### src/rtl/reg_dump_reader.sv
// reg_dump_reader: walks register indices FIRST_REG..LAST_REG through one
// register-file read port and streams each value out on a valid/ready
// interface, tagged with its index, while accumulating a wrapping checksum.
//
// Ports:
//   clk, rst_n       clock (rising edge), asynchronous active-low reset
//   start            begin a dump (honoured only while idle)
//   abort            cancel an in-progress dump (fetch or send phase)
//   rd_addr/rd_data  register-file read port (combinational read data)
//   dump_valid/ready handshake for dump_data/dump_index
//   busy             high whenever not idle
//   done             one-cycle pulse after the last word is accepted
//   checksum         mod-2^32 sum of accepted words
module reg_dump_reader #(
  parameter int unsigned FIRST_REG = 0,
  parameter int unsigned LAST_REG  = 31
) (
  input  logic        clk,
  input  logic        rst_n,
  input  logic        start,
  input  logic        abort,
  output logic [4:0]  rd_addr,
  input  logic [31:0] rd_data,
  output logic        dump_valid,
  input  logic        dump_ready,
  output logic [31:0] dump_data,
  output logic [4:0]  dump_index,
  output logic        busy,
  output logic        done,
  output logic [31:0] checksum
);

  localparam logic [4:0] FIRST_IDX = 5'(FIRST_REG);
  localparam logic [4:0] LAST_IDX  = 5'(LAST_REG);

  typedef enum logic [1:0] {
    IDLE,
    FETCH,
    SEND,
    DONE
  } state_t;

  state_t      state;
  state_t      state_next;
  logic [4:0]  idx;
  logic        accept;

  // A word counts only on a handshake that is not pre-empted by abort.
  always_comb begin
    accept     = 1'b0;
    state_next = state;
    case (state)
      IDLE: begin
        if (start) state_next = FETCH;
      end
      FETCH: begin
        if (abort) state_next = IDLE;
        else       state_next = SEND;
      end
      SEND: begin
        if (abort) begin
          state_next = IDLE;
        end else if (dump_valid && dump_ready) begin
          accept     = 1'b1;
          state_next = (idx == LAST_IDX) ? DONE : FETCH;
        end
      end
      DONE: begin
        state_next = IDLE;
      end
      default: begin
        state_next = IDLE;
      end
    endcase
  end

  always_ff @(posedge clk or negedge rst_n) begin
    if (!rst_n) state <= IDLE;
    else        state <= state_next;
  end

  always_ff @(posedge clk or negedge rst_n) begin
    if (!rst_n) begin
      idx        <= FIRST_IDX;
      dump_valid <= 1'b0;
      dump_data  <= '0;
      dump_index <= '0;
      checksum   <= '0;
    end else begin
      case (state)
        IDLE: begin
          if (start) begin
            idx      <= FIRST_IDX;
            checksum <= '0;
          end
        end
        FETCH: begin
          if (abort) begin
            dump_valid <= 1'b0;
          end else begin
            dump_data  <= rd_data;
            dump_index <= idx;
            dump_valid <= 1'b1;
          end
        end
        SEND: begin
          if (abort) begin
            dump_valid <= 1'b0;
          end else if (accept) begin
            checksum   <= checksum + dump_data;
            dump_valid <= 1'b0;
            if (idx != LAST_IDX) idx <= idx + 5'd1;
          end
        end
        default: begin
        end
      endcase
    end
  end

  assign rd_addr = idx;
  assign busy    = (state != IDLE);
  assign done    = (state == DONE);

endmodule

### config.mk
export PLATFORM = sky130hd
export DESIGN_NAME = reg_dump_reader
export DESIGN_NICKNAME = d
export VERILOG_FILES = /design/src/rtl/reg_dump_reader.sv
export SDC_FILE = /design/constraint.sdc
export NUM_CORES = 1
export LEC_CHECK = 0
export CAP_MARGIN = 25
export CELL_PAD_IN_SITES_DETAIL_PLACEMENT = 1
export CELL_PAD_IN_SITES_GLOBAL_PLACEMENT = 1
export CORE_MARGIN = 2
export CORE_UTILIZATION = 41
export CTS_BUF_LIST = sky130_fd_sc_hd__clkbuf_8 sky130_fd_sc_hd__clkbuf_16
export CTS_CLUSTER_SIZE = 10
export DETAILED_ROUTE_END_ITERATION = 7
export HOLD_SLACK_MARGIN = 0.12
export PLACE_DENSITY = 0.91
export SLEW_MARGIN = 20
export SYNTH_ARGS = -nofsm -noshare
export SYNTH_HDL_FRONTEND = slang
export SYNTH_SLANG_ARGS = --single-unit
### constraint.sdc
create_clock -name clk -period 5.85 [get_ports clk]
set_input_delay 0.585 -clock clk [delete_from_list [all_inputs] [get_ports clk]]
set_output_delay 0.585 -clock clk [all_outputs]
set_load 0.01 [all_outputs]
# --- After elaboration in Yosys (flattened, before gate mapping) ---
# Index checks and enable logic that the tools add are counted.
word_totals:
  word_cells: 52
  output_inout_bits: 77
  ff_bits: 77
classes:
  n_addsub: 2
  reduce_logical: 10
  muxes: 22
  bitwise_logic: 1
  eq_ne: 11
op_table:
  columns: ["cell", "count"]
  rows:
  - ["32-bit 2-to-1 mux", 3]
  - ["32-bit case mux with 2 select lines", 1]
  - ["32-bit adder", 1]
  - ["5-bit 2-to-1 mux", 4]
  - ["2-bit 2-to-1 mux", 5]
  - ["5-bit case mux with 2 select lines", 1]
  - ["2-bit inequality test (second input constant)", 4]
  - ["2-bit case mux with 4 select lines", 1]
  - ["1-bit 2-to-1 mux", 6]
  - ["3-bit inequality test (second input constant)", 2]
  - ["2-bit AND reduction", 3]
  - ["2-bit nonzero test", 3]
  - ["5-bit by 1-bit adder with 5-bit output (second input constant)", 1]
  - ["5-bit == test (second input constant)", 1]
  - ["5-bit inequality test (second input constant)", 1]
  - ["5-bit AND reduction", 1]
  - ["2-bit == test (second input constant)", 2]
  - ["4-bit AND reduction", 1]
  - ["2-bit by 1-bit == test with 1-bit output (second input constant)", 1]
  - ["2-bit zero test", 1]
  - ["1-bit case mux with 2 select lines", 1]
  - ["1-bit logical AND", 1]
  - ["1-bit NOT", 1]

# --- Logic depth before layout (Yosys ltp) ---
logic_depth:
  word_depth: 7
  ltp_mapped: 13
  mapped_depth_nobuf: 13

# --- Least setup slack after synthesis ---
# Ideal clock, no wire load.
synth_timing:
  path_type: "register to register"
  from: "register dump_data[8]"
  to: "register checksum[31]"
  path_buffers: 0
  setup_time_ns: 0.119
  stages_incl_launch_ff: 12
  arrival_time_ns: 2.660
  setup_slack_ns: 3.072
  required_ns: 5.731
  path_cell_list: "dfrtp_1 -> ha_1 -> a21oi_1 -> o21ai_0 -> a221oi_2 -> a31oi_1 -> o211ai_2 -> a31oi_4 -> a31oi_1 -> mux2_4 -> o21ai_1 -> a21bo_1"
synth_via:
  elab_chain_cells: 4
synth_rtl:
  columns: ["item", "line_no", "source"]
  rows:
  - ["start, declared", "26", "output logic [31:0] dump_data,"]
  - ["start signal, assigned", "101", "dump_data <= rd_data;"]
  - ["32-bit adder", "110", "checksum <= checksum + dump_data;"]
  - ["32-bit 2-to-1 mux", "109", "end else if (accept) begin"]
  - ["32-bit 2-to-1 mux", "107", "if (abort) begin"]
  - ["32-bit case mux with 2 select lines", "90", "case (state)"]
  - ["end signal, assigned", "110", null]
  - ["end, declared", "30", "output logic [31:0] checksum"]
# Every way passes these cells. The select of a mux whose other input is x is not followed.
# A chain may end at the register's enable or synchronous reset.

# --- Worst setup path after layout ---
layout_timing:
  from: "register dump_data[4]"
  to: "register checksum[31]"
# The elaborated chain is that of the path after synthesis.

==> key figures <==
Run
  • Max Cap Viol: 0

Critical path
  • Startpoint types: flop
  • Critical-path top delay cell: o21ai_0
  • Delay-heaviest family, CP: compound AO/OA/AOI/OAI gates
  • Worst path bufs/invs: 0
  • Crit-path cells: ha_1, a21oi_1, nand2_1, o21ai_0, a31oi_1, o211ai_2, a31oi_4, a31oi_1, mux2_4, o21ai_1, a21bo_1
  • Required time worst endpoint: 6.10 ns
  • WP data arrival: 3.48 ns
  • FF-to-FF setup slack: 2.62 ns
  • Kind of critical path: flop to flop
  • Crit-path max cell delay: 0.48 ns
  • Worst Path Max Fanout: 5
  • Most common cell on crit path: a31oi_1
  • Crit end category: flop

STA
  • Worst slew pin tran: 0.964 ns
  • Max_slew headroom: 35.2%
  • Final slew viol count: 0
  • Fin crit share: 55.2%
  • Setup TNS Final: 0 ns
  • Hold Fails Final Rpt: 0
  • RSZ-0062 raised after global routing: false
  • Fmax: 0.310 GHz
  • Crit path time final: 3.23 ns
  • Setup slack after layout: 2.62 ns
  • Setup Viol. Count Final: 0
  • Clock Skew: 0.0108 ns

Finish
  • Finished Layout Cells: 700
  • Area Growth Syn to Fin: 34.0%
  • Fill cells: 1212
  • Area occupied by multi-input gates: 0.00249 mm^2
  • Register area: 0.00193 mm^2
  • Layout cell share with drive strength beyond 1: 12.1%
  • Layout Nets: 626
  • Antenna Cells: 0

Synthesis
  • Commonest cells post-synth: 77 x dfrtp_1, 41 x nand2_1, 37 x a21oi_1, 37 x mux2_2, 35 x o21ai_0
  • Top-count cell post-synth: dfrtp_1
  • Gate Count Post-Synth: 444
  • Post-synthesis register bit count: 77
  • Synthesized net count: 515
  • Synth async-reset ratio: 100%
  • Synth area leaders: dfrtp_1 43%, mux2_2 9.2%, ha_1 9.1%
  • Post-Syn Area per Cell: 10.2 um^2
  • Netlist cell types: 52
  • Synthesized cell area: 0.00452 mm^2
  • Top cell type's share of synthesized area: 42.6%
  • Largest area contributor in the netlist: dfrtp_1
  • Seq/Total Area, Yosys: 42.6%
  • Post-synth top flop: dfrtp_1
  • Syn. warnings: 0
  • Number of synthesized flops with an enable pin: 0

Clock tree
  • Root Buffer Master: clkbuf_8
  • Skew-Pair Late Insertion Delay: 0.36 ns
  • Clock sinks: 77
  • CTS tree: done
  • H-tree depth: 3
  • Clk slew on worst S/H paths: 0.08 ns
  • CTS resizes: 0
  • Max Root-Sink Buffers: 2
  • Total CTS buffers: 9

Floorplanning
  • Initial core utilization: 41.9%
  • Die W: 109 um
  • Die Area: 0.0119 mm^2
  • Row cnt: 38
  • Core Region: 0.0108 mm^2
  • Boundary pin count: 114
  • DIE HEIGHT: 109 um

Pwr
  • VDD IR max: 0.154 mV
  • Lkg Pwr: 2.74 nW
  • Power Density: 381 mW/mm^2

GRT
  • Initial antenna violation count: 0
  • Largest net degree at the start of global routing: 78
  • Total GRT Usage: 23.0%
  • Vias in the first global route: 4191
  • GRT overflow: 0
  • First-pass GRT wire length: 21.2 mm

Min path
  • Hold Crit Class: flop to flop

Drt
  • DR vias/cell: 5.55
  • DRT iter0 DRCs: 96
  • Wire per inst: 18.5 um
  • Post-route ant nets: 0
  • Final wirelength: 13.0 mm
  • DR vias: 3884
  • Initial DRT Pass Iterations: 4
  • DRC: 0

Place
  • PortBufs: 113
  • GP Congestion: 0.851
  • Placed Cells: 682
  • Pre-CTS WS: 2.74 ns
  • HPWL Detailed: 9.47 mm

Run status
  • Status: finished, final reports clean
## metal layers
| metal | wire [um] | vias up | GRT usage (%) |
|---|---|---|---|
| met5 | 0 | - | 0 |
| met4 | 304 | 0 | 9.16 |
| met3 | 575 | 32 | 4.78 |
| met2 | 6750 | 101 | 40.9 |
| met1 | 5340 | 1922 | 26.9 |
| li1 | - | 1829 | - |
## flip-flops by register name, summed over array words and instances, names as in the netlist
name,count
dump_data,32
rd_addr,5
dump_index,5
state,2
dump_valid,1
checksum,32
## repair_timing
action	in CTS	in global routing
hold buffers	0	1
setup buffers	0	0
endpoints found under the hold margin	0	13
## kinds of logic (layout without fill, tap and decap cells)
logic type	Yosys count	in the layout	synth area share, %
DFF	77	77	42.6
xor gates and xnor gates	28	28	5.42
AOI/OAI and AO/OA	133	133	19.0
adders and majority gates	34	34	9.57
muxes	39	39	9.77
and+or+nand+nor	104	104	11.1
buffers and inverters	29	145	2.52
## power breakdown
| group | internal [W] | switching, W | leakage, nW |
|---|---|---|---|
| logic | 0.000543 | 0.000524 | 1.62 |
| registers | 0.000657 | 0.000120 | 0.997 |
| clock network | 0.000261 | 0.000204 | 0.121 |
## metrics by stage
stage          area [um^2]  power (W)  utilization [%]  hold WS (ns)
2_1_floorplan         4520    0.00138                -         0.289
3_3_place_gp          5770    0.00178             53.4         0.489
3_5_place_dp          5800    0.00184             53.7         0.503
4_1_cts               6020    0.00232             55.8         0.435
5_1_grt               6060    0.00246             56.1         0.547
6_report              6060    0.00231             56.1         0.512
## path summary, 6_finish.rpt
check | start | end | depth (start not counted)
setup / recovery | dump_data[4] | checksum[31] | 11
hold / removal | dump_index[2] | dump_index[2] | 1
setup reg to reg | dump_data[4] | checksum[31] | 11
hold reg to reg | dump_index[2] | dump_index[2] | 1
max in group asynchronous | rst_n | dump_index[4] | 3
min in group asynchronous | rst_n | checksum[18] | 2
## placed cells by master (no fill, tap or decap), types with 4 or more instances in the layout
master             n
nor2b_1            8
xnor2_1           12
and3_1             5
nand4_1            5
a31oi_1            5
inv_1             14
a22o_1             5
mux2_2            37
nor3_1             4
o21ai_0           35
xor2_1            16
dfrtp_1           77
nor2_1            14
ha_1              33
nand2_1           41
clkdlybuf4s50_1  112
a21oi_1           37
a21o_1            17
nand2b_1           7
clkbuf_8          11
nand3_1            8
## cell type report
cell class	instances	area share [%]
well taps	140	2.89
repair buffers	116	19.7
flip-flops and latches	77	31.8
clock inverters	5	1.22
multi-input cells	338	41.1
inverters	13	0.805
clock buffers	11	2.50
(Power assumes the default switching activity.)
